File: src/rtl/gdt_descriptor_loader_if.sv
// Bundle of request, memory-read and response signals for the GDT loader.
// The loader sits on the slave modport; the requester/memory side on master.
interface gdt_descriptor_loader_if;
    // request side
    logic        req_valid;
    logic [15:0] req_selector;
    logic        req_ready;
    logic [31:0] GDTR_base;
    logic [15:0] GDTR_limit;

    // memory read side
    logic        mem_read_request;
    logic [31:0] mem_address;
    logic        mem_read_ready;
    logic [31:0] mem_read_data;

    // response side
    logic        resp_valid;
    logic        resp_fault;
    logic [2:0]  resp_fault_code;
    logic [15:0] resp_error_code;
    logic [63:0] desc_raw;
    logic [31:0] desc_base;
    logic [31:0] desc_limit;
    logic [3:0]  desc_type;
    logic [1:0]  desc_dpl;
    logic        desc_s;
    logic        desc_p;
    logic        desc_db;
    logic        desc_g;

    modport master (
        output req_valid,
        output req_selector,
        output GDTR_base,
        output GDTR_limit,
        output mem_read_ready,
        output mem_read_data,
        input  req_ready,
        input  mem_read_request,
        input  mem_address,
        input  resp_valid,
        input  resp_fault,
        input  resp_fault_code,
        input  resp_error_code,
        input  desc_raw,
        input  desc_base,
        input  desc_limit,
        input  desc_type,
        input  desc_dpl,
        input  desc_s,
        input  desc_p,
        input  desc_db,
        input  desc_g
    );

    modport slave (
        input  req_valid,
        input  req_selector,
        input  GDTR_base,
        input  GDTR_limit,
        input  mem_read_ready,
        input  mem_read_data,
        output req_ready,
        output mem_read_request,
        output mem_address,
        output resp_valid,
        output resp_fault,
        output resp_fault_code,
        output resp_error_code,
        output desc_raw,
        output desc_base,
        output desc_limit,
        output desc_type,
        output desc_dpl,
        output desc_s,
        output desc_p,
        output desc_db,
        output desc_g
    );
endinterface

File: src/rtl/gdt_descriptor_loader.sv
// Checks a segment selector against GDTR, fetches its 8-byte descriptor
// as two dword reads and decodes it. Optional build macro:
// GDT_DESCRIPTOR_PRESENT_CHECK_EN - fault (code 4) on a not-present descriptor.
module gdt_descriptor_loader #(
    parameter int unsigned MEM_TIMEOUT = 0
) (
    input logic                    clock,
    input logic                    reset,
    gdt_descriptor_loader_if.slave bus
);

    typedef enum logic [1:0] {
        IDLE,
        READ_LO,
        READ_HI,
        DONE
    } state_t;

    localparam logic [2:0] CODE_NONE    = 3'd0;
    localparam logic [2:0] CODE_NULL    = 3'd1;
    localparam logic [2:0] CODE_TI      = 3'd2;
    localparam logic [2:0] CODE_LIMIT   = 3'd3;
    localparam logic [2:0] CODE_NP      = 3'd4;
    localparam logic [2:0] CODE_TIMEOUT = 3'd5;

    localparam logic [15:0] ERR_MASK = 16'hFFFC;

    // last wait count before a read is declared timed out
    localparam logic [31:0] WAIT_LAST =
        (MEM_TIMEOUT == 0) ? 32'd0 : 32'(MEM_TIMEOUT - 1);

`ifdef GDT_DESCRIPTOR_PRESENT_CHECK_EN
    localparam bit PRESENT_CHECK = 1'b1;
`else
    localparam bit PRESENT_CHECK = 1'b0;
`endif

    state_t      state;
    state_t      next_state;

    // latched at acceptance / capture
    logic [15:0] sel_q;
    logic [31:0] addr_q;
    logic [31:0] lo_q;
    logic [31:0] wait_cnt;

    // held response
    logic [63:0] raw_q;
    logic        fault_q;
    logic [2:0]  code_q;
    logic [15:0] err_q;

    // request decode
    logic [12:0] req_index;
    logic        req_ti;
    logic        limit_hit;
    logic [2:0]  check_code;

    // FSM strobes
    logic        accept;
    logic        reading;
    logic        lo_fire;
    logic        hi_fire;
    logic        timeout_hit;
    logic        wait_expired;
    logic        not_present;

    // descriptor decode
    logic [31:0] hi_word;
    logic [31:0] lo_word;
    logic [19:0] raw_limit;

    assign req_index = bus.req_selector[15:3];
    assign req_ti    = bus.req_selector[2];

    // last byte of the descriptor must lie within the table limit
    assign limit_hit = {1'b0, req_index, 3'b111} > {1'b0, bus.GDTR_limit};

    assign reading = (state == READ_LO) || (state == READ_HI);

    assign wait_expired = (MEM_TIMEOUT != 0) && (wait_cnt == WAIT_LAST);

    assign not_present = PRESENT_CHECK && !bus.mem_read_data[15];

    // selector checks in priority order: TI, null index, table limit
    always_comb begin
        check_code = CODE_NONE;
        if (req_ti) begin
            check_code = CODE_TI;
        end else if (req_index == 13'd0) begin
            check_code = CODE_NULL;
        end else if (limit_hit) begin
            check_code = CODE_LIMIT;
        end
    end

    // state register
    always_ff @(posedge clock or posedge reset) begin
        if (reset) begin
            state <= IDLE;
        end else begin
            state <= next_state;
        end
    end

    // next-state and per-cycle strobes
    always_comb begin
        next_state  = state;
        accept      = 1'b0;
        lo_fire     = 1'b0;
        hi_fire     = 1'b0;
        timeout_hit = 1'b0;
        case (state)
            IDLE: begin
                if (bus.req_valid) begin
                    accept = 1'b1;
                    if (check_code != CODE_NONE) begin
                        next_state = DONE;
                    end else begin
                        next_state = READ_LO;
                    end
                end
            end
            READ_LO: begin
                if (bus.mem_read_ready) begin
                    lo_fire    = 1'b1;
                    next_state = READ_HI;
                end else if (wait_expired) begin
                    timeout_hit = 1'b1;
                    next_state  = DONE;
                end
            end
            READ_HI: begin
                if (bus.mem_read_ready) begin
                    hi_fire    = 1'b1;
                    next_state = DONE;
                end else if (wait_expired) begin
                    timeout_hit = 1'b1;
                    next_state  = DONE;
                end
            end
            DONE: begin
                next_state = IDLE;
            end
            default: begin
                next_state = IDLE;
            end
        endcase
    end

    // request latch, read address and per-read wait counter
    always_ff @(posedge clock or posedge reset) begin
        if (reset) begin
            sel_q    <= '0;
            addr_q   <= '0;
            lo_q     <= '0;
            wait_cnt <= '0;
        end else begin
            if (accept) begin
                sel_q  <= bus.req_selector;
                addr_q <= bus.GDTR_base + {16'd0, req_index, 3'b000};
            end
            if (lo_fire) begin
                lo_q   <= bus.mem_read_data;
                addr_q <= addr_q + 32'd4;
            end
            if (reading && !bus.mem_read_ready && !timeout_hit) begin
                wait_cnt <= wait_cnt + 32'd1;
            end else begin
                wait_cnt <= '0;
            end
        end
    end

    // response registers, updated only on the edge that enters DONE
    always_ff @(posedge clock or posedge reset) begin
        if (reset) begin
            raw_q   <= '0;
            fault_q <= 1'b0;
            code_q  <= CODE_NONE;
            err_q   <= '0;
        end else begin
            if (accept && (check_code != CODE_NONE)) begin
                raw_q   <= '0;
                fault_q <= 1'b1;
                code_q  <= check_code;
                err_q   <= bus.req_selector & ERR_MASK;
            end
            if (timeout_hit) begin
                raw_q   <= '0;
                fault_q <= 1'b1;
                code_q  <= CODE_TIMEOUT;
                err_q   <= sel_q & ERR_MASK;
            end
            if (hi_fire) begin
                raw_q <= {bus.mem_read_data, lo_q};
                if (not_present) begin
                    fault_q <= 1'b1;
                    code_q  <= CODE_NP;
                    err_q   <= sel_q & ERR_MASK;
                end else begin
                    fault_q <= 1'b0;
                    code_q  <= CODE_NONE;
                    err_q   <= '0;
                end
            end
        end
    end

    assign hi_word   = raw_q[63:32];
    assign lo_word   = raw_q[31:0];
    assign raw_limit = {hi_word[19:16], lo_word[15:0]};

    assign bus.req_ready        = (state == IDLE);
    assign bus.mem_read_request = reading;
    assign bus.mem_address      = addr_q;

    assign bus.resp_valid      = (state == DONE);
    assign bus.resp_fault      = fault_q;
    assign bus.resp_fault_code = code_q;
    assign bus.resp_error_code = err_q;

    assign bus.desc_raw   = raw_q;
    assign bus.desc_base  = {hi_word[31:24], hi_word[7:0], lo_word[31:16]};
    assign bus.desc_limit = hi_word[23] ? {raw_limit, 12'hFFF}
                                        : {12'h000, raw_limit};
    assign bus.desc_type  = hi_word[11:8];
    assign bus.desc_dpl   = hi_word[14:13];
    assign bus.desc_s     = hi_word[12];
    assign bus.desc_p     = hi_word[15];
    assign bus.desc_db    = hi_word[22];
    assign bus.desc_g     = hi_word[23];

endmodule
File: src/flat_wrapper.sv
// flat-port wrapper written by rule: the top's interface ports become plain ports
module gdt_descriptor_loader_flat 
#(
    parameter int unsigned MEM_TIMEOUT = 0
)
  (clock, reset, bus_req_valid, bus_req_selector, bus_GDTR_base, bus_GDTR_limit, bus_mem_read_ready, bus_mem_read_data, bus_req_ready, bus_mem_read_request, bus_mem_address, bus_resp_valid, bus_resp_fault, bus_resp_fault_code, bus_resp_error_code, bus_desc_raw, bus_desc_base, bus_desc_limit, bus_desc_type, bus_desc_dpl, bus_desc_s, bus_desc_p, bus_desc_db, bus_desc_g);
  gdt_descriptor_loader_if bus_i ();
  input logic clock;
  input logic reset;
  input wire logic [$bits(bus_i.req_valid)-1:0] bus_req_valid;
  input wire logic [$bits(bus_i.req_selector)-1:0] bus_req_selector;
  input wire logic [$bits(bus_i.GDTR_base)-1:0] bus_GDTR_base;
  input wire logic [$bits(bus_i.GDTR_limit)-1:0] bus_GDTR_limit;
  input wire logic [$bits(bus_i.mem_read_ready)-1:0] bus_mem_read_ready;
  input wire logic [$bits(bus_i.mem_read_data)-1:0] bus_mem_read_data;
  output wire logic [$bits(bus_i.req_ready)-1:0] bus_req_ready;
  output wire logic [$bits(bus_i.mem_read_request)-1:0] bus_mem_read_request;
  output wire logic [$bits(bus_i.mem_address)-1:0] bus_mem_address;
  output wire logic [$bits(bus_i.resp_valid)-1:0] bus_resp_valid;
  output wire logic [$bits(bus_i.resp_fault)-1:0] bus_resp_fault;
  output wire logic [$bits(bus_i.resp_fault_code)-1:0] bus_resp_fault_code;
  output wire logic [$bits(bus_i.resp_error_code)-1:0] bus_resp_error_code;
  output wire logic [$bits(bus_i.desc_raw)-1:0] bus_desc_raw;
  output wire logic [$bits(bus_i.desc_base)-1:0] bus_desc_base;
  output wire logic [$bits(bus_i.desc_limit)-1:0] bus_desc_limit;
  output wire logic [$bits(bus_i.desc_type)-1:0] bus_desc_type;
  output wire logic [$bits(bus_i.desc_dpl)-1:0] bus_desc_dpl;
  output wire logic [$bits(bus_i.desc_s)-1:0] bus_desc_s;
  output wire logic [$bits(bus_i.desc_p)-1:0] bus_desc_p;
  output wire logic [$bits(bus_i.desc_db)-1:0] bus_desc_db;
  output wire logic [$bits(bus_i.desc_g)-1:0] bus_desc_g;
  assign bus_i.req_valid = bus_req_valid;
  assign bus_i.req_selector = bus_req_selector;
  assign bus_i.GDTR_base = bus_GDTR_base;
  assign bus_i.GDTR_limit = bus_GDTR_limit;
  assign bus_i.mem_read_ready = bus_mem_read_ready;
  assign bus_i.mem_read_data = bus_mem_read_data;
  assign bus_req_ready = bus_i.req_ready;
  assign bus_mem_read_request = bus_i.mem_read_request;
  assign bus_mem_address = bus_i.mem_address;
  assign bus_resp_valid = bus_i.resp_valid;
  assign bus_resp_fault = bus_i.resp_fault;
  assign bus_resp_fault_code = bus_i.resp_fault_code;
  assign bus_resp_error_code = bus_i.resp_error_code;
  assign bus_desc_raw = bus_i.desc_raw;
  assign bus_desc_base = bus_i.desc_base;
  assign bus_desc_limit = bus_i.desc_limit;
  assign bus_desc_type = bus_i.desc_type;
  assign bus_desc_dpl = bus_i.desc_dpl;
  assign bus_desc_s = bus_i.desc_s;
  assign bus_desc_p = bus_i.desc_p;
  assign bus_desc_db = bus_i.desc_db;
  assign bus_desc_g = bus_i.desc_g;
  gdt_descriptor_loader #(.MEM_TIMEOUT(MEM_TIMEOUT)) u_core (.clock(clock), .reset(reset), .bus(bus_i));
endmodule
File: config.mk
export PLATFORM = sky130hd
export DESIGN_NAME = gdt_descriptor_loader_flat
export DESIGN_NICKNAME = d
export VERILOG_FILES = /design/src/rtl/gdt_descriptor_loader_if.sv /design/src/rtl/gdt_descriptor_loader.sv /design/src/flat_wrapper.sv
export SDC_FILE = /design/constraint.sdc
export NUM_CORES = 1
export LEC_CHECK = 0
export ABC_AREA = 1
export BUFFER_PORTS_ARGS = -buffer_cell sky130_fd_sc_hd__buf_2
export CORE_MARGIN = 2
export CORE_UTILIZATION = 33
export DETAILED_ROUTE_END_ITERATION = 16
export GPL_TIMING_DRIVEN = 0
export HOLD_SLACK_MARGIN = 0.02
export PLACE_DENSITY_LB_ADDON = 0.2
export SYNTH_ARGS = -nofsm -noshare
export SYNTH_HDL_FRONTEND = slang
export SYNTH_SLANG_ARGS = --single-unit
export TNS_END_PERCENT = 1
File: constraint.sdc
create_clock -name clock -period 5.2 [get_ports clock]
set_clock_uncertainty 0.15 [all_clocks]
set_input_delay 0.52 -clock clock [delete_from_list [all_inputs] [get_ports clock]]
set_output_delay 0.52 -clock clock [all_outputs]
set_load 0.02 [all_outputs]
After elaboration in Yosys (flattened, before gate mapping)
Cells that the tools add are included.
{"block": "word_totals", "out_inout_bits": 193, "regBits": 150, "input_bits": 100, "elab_cells": 48}
{"block": "classes", "order_cmp": 1, "addsub": 2, "reduce_logical": 8, "muxes": 24, "n_eq_ne": 6}
{"cell": "two-way mux 64 bit", "n": 2}
{"cell": "two-way mux 32 bit", "n": 3}
{"cell": "adder 32 x 16 -> 32 bit", "n": 1}
{"cell": "adder 32 x 3 -> 32 bit (second input constant)", "n": 1}
{"cell": "two-way mux 16 bit", "n": 2}
{"cell": "> comparator 16 bit", "n": 1}
{"cell": "logical NOT 13 bit", "n": 1}
{"cell": "two-way mux 2 bit", "n": 6}
{"cell": "two-way mux 3 bit", "n": 3}
{"cell": "case mux 2 bit (4 select lines)", "n": 1}
{"cell": "two-way mux 1 bit", "n": 7}
{"cell": "inequality test 2 bit (second input constant)", "n": 3}
{"cell": "equality test 2 bit (second input constant)", "n": 2}
{"cell": "nonzero test 2 bit", "n": 2}
{"cell": "AND reduction 3 bit", "n": 1}
{"cell": "nonzero test 3 bit", "n": 1}
{"cell": "equality test 2 x 1 -> 1 bit (second input constant)", "n": 1}
{"cell": "logical NOT 2 bit", "n": 1}
{"cell": "logical AND 1 bit", "n": 1}
{"cell": "logical OR 1 bit", "n": 1}

Longest topological paths before layout
{"block": "depth", "word_depth": 8, "mapped_depth": 14, "ltp_nobuf": 13}

Worst setup path after synthesis
No wires, ideal clock.
{"block": "synth_path", "path_type": "input to register", "from": "input bus_GDTR_base[3]", "to": "register u_core.addr_q[25], in the netlist u_core.bus.mem_address[25]", "setup_ns": 0.117, "setup_slack_ns": 2.953, "t_arrival_ns": 1.980, "path_buffers": 0, "required_time_ns": 4.933, "path_stages": 12, "cell_sequence": "ha_1 -> fa_1 -> nand3_1 -> nand3_1 -> nand2_1 -> nand2_1 -> nand2_1 -> nand2_1 -> nand3b_1 -> nand3_1 -> nand2_1 -> nand2_1"}
{"block": "synth_between", "elab_chain_len": 3}
{"element": "start: declaration", "line_no": "flat_wrapper.sv:12", "source": "input wire logic [$bits(bus_i.GDTR_base)-1:0] bus_GDTR_base;"}
{"element": "adder 32 x 16 -> 32 bit", "line_no": "gdt_descriptor_loader.sv:161", "source": "addr_q <= bus.GDTR_base + {16'd0, req_index, 3'b000};"}
{"element": "two-way mux 32 bit", "line_no": "gdt_descriptor_loader.sv:159", "source": "if (accept) begin"}
{"element": "two-way mux 32 bit", "line_no": "gdt_descriptor_loader.sv:163", "source": "if (lo_fire) begin"}
{"element": "end signal: assignment", "line_no": "gdt_descriptor_loader.sv:161"}
{"element": "end signal: assignment", "line_no": "gdt_descriptor_loader.sv:165", "source": "addr_q <= addr_q + 32'd4;"}
{"element": "end: declaration", "line_no": "gdt_descriptor_loader.sv:43", "source": "logic [31:0] addr_q;"}
No other way between the ends. The select of a mux whose other input is x is not followed.
A chain may end at the register's enable or synchronous reset.

Worst setup path in the final report
{"block": "layout_path", "from": "register u_core.state[1]", "to": "register u_core.addr_q[6], in the netlist u_core.bus.mem_address[6]"}
{"block": "layout_between", "elab_chain_len": 3, "elab_cells_between_ends": 6, "classes_between": "eq/ne: 1; mux: 3; reduce/logical: 2"}
{"element": "start: declaration", "line_no": "gdt_descriptor_loader.sv:38", "source": "state_t state;"}
{"element": "start signal: assignment", "line_no": "gdt_descriptor_loader.sv:102", "source": "state <= next_state;"}
{"element": "equality test 2 x 1 -> 1 bit or logical NOT 2 bit (tied branches)", "line_no": "gdt_descriptor_loader.sv:113", "source": "case (state)"}
{"element": "two-way mux 1 bit", "line_no": "gdt_descriptor_loader.sv:113"}
{"element": "two-way mux 32 bit or nonzero test 2 bit (tied branches)"}
Several ways; a longest one is shown, not always the timed one.

==> flow_summary.toml <==
[clock_tree]
cts_buffers = 17
postCtsSetupBuffers = 0
cts.sinks = 147
hold_buffers = 0
clock-root-buffer = "clkbuf_16"
clkTransAtPathRegs_ns = 0.08
clock_latency_ns = 0.43
clockBufferDepth = 2
htree_num_levels = 4
tritoncts = "done"
cts-resized-gates = 0

[logic_synthesis]
netlist_area_sq_um = 9520
synthCells = 1336
synth-xor-area-share = 0.0101
synthAdderAreaFrac = 0.0428
synth_mux_area_frac = 0
syn_area_per_cell_sq_um = 7.13
postSynth.topFlopCell = "dfrtp_1"
synthArstFlopShare = 1.00
yosysSeqAreaShare = 0.386
synth-compound-area-share = 0.0449
ys.warnings.count = 0
ys_types = 43
ys_seq_elements = 147
synth_edf_count = 0
synth_top_family_by_area = "simple AND/OR/NAND/NOR gates"
yosys.area_share.simple = 0.395

[worst_setup_path]
r2r-start = "u_core.state[1]$_DFFE_PP0P_"
required_ns = 5.36
crit_start = "u_core.state[1]$_DFFE_PP0P_"
endpoint_kind = "flop"
slowest_stage = "nor2_2"
r2r_cells = 8
critPathCapture = "u_core.bus.mem_address[6]$_DFFE_PP0P_"
crit_chain = "inv_1 > ha_1 > nand2_1 > clkinv_1 > nor2_2 > inv_1 > o21ai_0 > inv_1"
path_delay_family = "simple AND/OR/NAND/NOR gates"
setup.reg_to_reg.worst_slack_ns = 2.46
regToRegEndpoint = "u_core.bus.mem_address[6]$_DFFE_PP0P_"
worst_setup_path_start_kind = "flop"
path_buf_inv = 4
crit_type = "reg -> reg"
crit_fanout = 9
cp.arrival_ns = 2.91
cp.depth = 8
slowest_delay_ns = 0.54
crit_path_frequent_cell = "inv_1"

[timing]
tightest_slew_ns = 0.657
hold_violations = 0
fin_tns_setup_ns = 0
layout_min_cycle_time_ns = 2.74
setup_violations = 0
final_max_slew_viol_count = 0
rsz0062_at_grt = "no"
clock.fmax_ghz = 0.364
timing.final.crit_share = 0.528
fin_ws_ns = 2.46
max_slew_margin = 0.562

[final_layout]
layout.nets = 1777
final_cell_mix = "534 x nand2_1, 296 x buf_2, 147 x dfrtp_1, 129 x inv_1, 105 x nand3_1"
multi_input_area_sq_um = 4700
area_growth_pct = 26.9
fin_area_sq_um = 12100
final_common_cell = "nand2_1"
drive_gt1_frac = 0.270
n_antenna_cell = 0
fillers = 3032
ff_latch_area_sq_um = 3680
final_core_util = 0.423

[grt]
grt_max_degree = 83
grtUsageMet3 = 0.0360
grt.met1_usage = 0.293
use_met2 = 0.346
top_usage_layer = "met2"
grt_util_all_layers = 0.212
grt_pass1_vias = 8978
grt_remaining_overflow = 0
antenna_found_initial = 0
grt_first_pass_wirelength_mm = 50.3

[placement]
dp_hpwl_mm = 25.3
dp_slack_ns = 2.36
gp_congestion = 0.949
io_buffers = 287
dpl-instance-area_sq_um = 11500

[floorplanning]
die_area_sq_um = 30200
die_h_um = 174
die_w_um = 174
start_util = 0.334
row_count = 62
core_sq_um = 28500
ios = 293

[power_and_ir_drop]
seq_power_share = 0.315
p_sw_uw = 3300
swShare = 0.488
irDropWorstVdd_mv = 0.198
clkPwrFrac = 0.186
powerDensity_nw_per_um2 = 560
p_int_uw = 3470
pwr-share-comb = 0.499
leakagePower_uw = 0.00696

[worst_hold_path]
min_path_type = "in -> async"

[drt]
vias_per_cell = 4.64
drt-total-wl_mm = 32.0
ant_nets = 0
vias = 9473
post_drt_wl_per_cell_um = 15.7
drc = 0
drt_iter0_drc = 625
drt-pass1-iter-count = 5

[flow_run]
max-cap-violations = 0

[status]
status = "finished clean"
-- registers in the layout, summed over array words and instances (netlist names) --
signal,flops
u_core.bus.desc_raw,64
u_core.bus.mem_address,32
u_core.lo_q,32
u_core.bus.resp_error_code,14
u_core.bus.resp_fault_code,2
u_core.state,2
u_core.bus.resp_fault,1
-- kinds of logic after synthesis --
kind of cell    after synthesis
compound gates               80
xor+xnor                     11
fa+ha+maj                    32
buf+inv                     226
flops                       147
other cells                   1
simple gates                839
-- cells in the mapped netlist (3+ instances only) --
cell | instances | share of area
or2_2 | 10 | 0.0066
inv_1 | 130 | 0.051
buf_2 | 9 | 0.0047
nor2_2 | 3 | 0.0020
buf_1 | 5 | 0.0020
a31oi_1 | 5 | 0.0033
nand3_1 | 105 | 0.055
xnor2_1 | 4 | 0.0037
o21ai_0 | 23 | 0.012
a21oi_1 | 44 | 0.023
buf_4 | 48 | 0.038
nand3_2 | 41 | 0.043
xor2_1 | 7 | 0.0064
buf_8 | 4 | 0.0063
buf_12 | 4 | 0.0084
clkbuf_1 | 23 | 0.0091
nand3b_1 | 14 | 0.011
nor3_1 | 11 | 0.0058
nand4_1 | 23 | 0.015
nand2_1 | 534 | 0.21
dfrtp_1 | 147 | 0.39
nor2_1 | 87 | 0.034
ha_1 | 31 | 0.041
-- stage by stage --
stage	hold slack, ns	std cells	power, uW
after floorplan	0.299	1338	4330
after global placement	0.304	2009	5520
after detailed placement	0.310	2010	5570
after CTS	0.0525	2042	6840
after global routing	0.0783	2042	7290
final	0.0367	2042	6770
-- worst min path at each step --
stage | start | endpoint | slack, ns
finish | reset | u_core.bus.mem_address[0]$_DFFE_PP0P_ | 0.04
global route | reset | u_core.bus.mem_address[0]$_DFFE_PP0P_ | 0.08
CTS | reset | u_core.bus.mem_address[0]$_DFFE_PP0P_ | 0.05
detailed placement | u_core.lo_q[12]$_DFFE_PP0P_ | u_core.bus.desc_raw[12]$_DFFE_PP0P_ | 0.31
global placement | u_core.bus.mem_address[0]$_DFFE_PP0P_ | u_core.bus.mem_address[0]$_DFFE_PP0P_ | 0.30
floorplan | u_core.lo_q[0]$_DFFE_PP0P_ | u_core.lo_q[0]$_DFFE_PP0P_ | 0.30
-- power by group through the flow --
stage | registers [uW] | clock network [uW] | logic (uW)
2_1_floorplan | 2430 | 0 | 1890
3_3_place_gp | 2140 | 0 | 3370
3_5_place_dp | 2160 | 0 | 3420
4_1_cts | 2140 | 1290 | 3420
5_1_grt | 2200 | 1340 | 3740
6_report | 2130 | 1260 | 3380
-- final cells by class --
cell class                 count  share of cell area
clock inverter                15              0.0151
multi-input combinational    965               0.389
buffer                        93              0.0538
sequential                   147               0.304
timing repair buffer         288               0.121
clock buffer                  17              0.0352
tap                          384              0.0398
inverter                     133              0.0417
-- layer usage --
layer  part of all wire  routed length (um)
met1               0.46               14800
met2               0.46               14900
met3              0.057                1830
met4              0.016                 515
met5                  0                   0
Note: power is estimated with default switching activity, not from simulation.
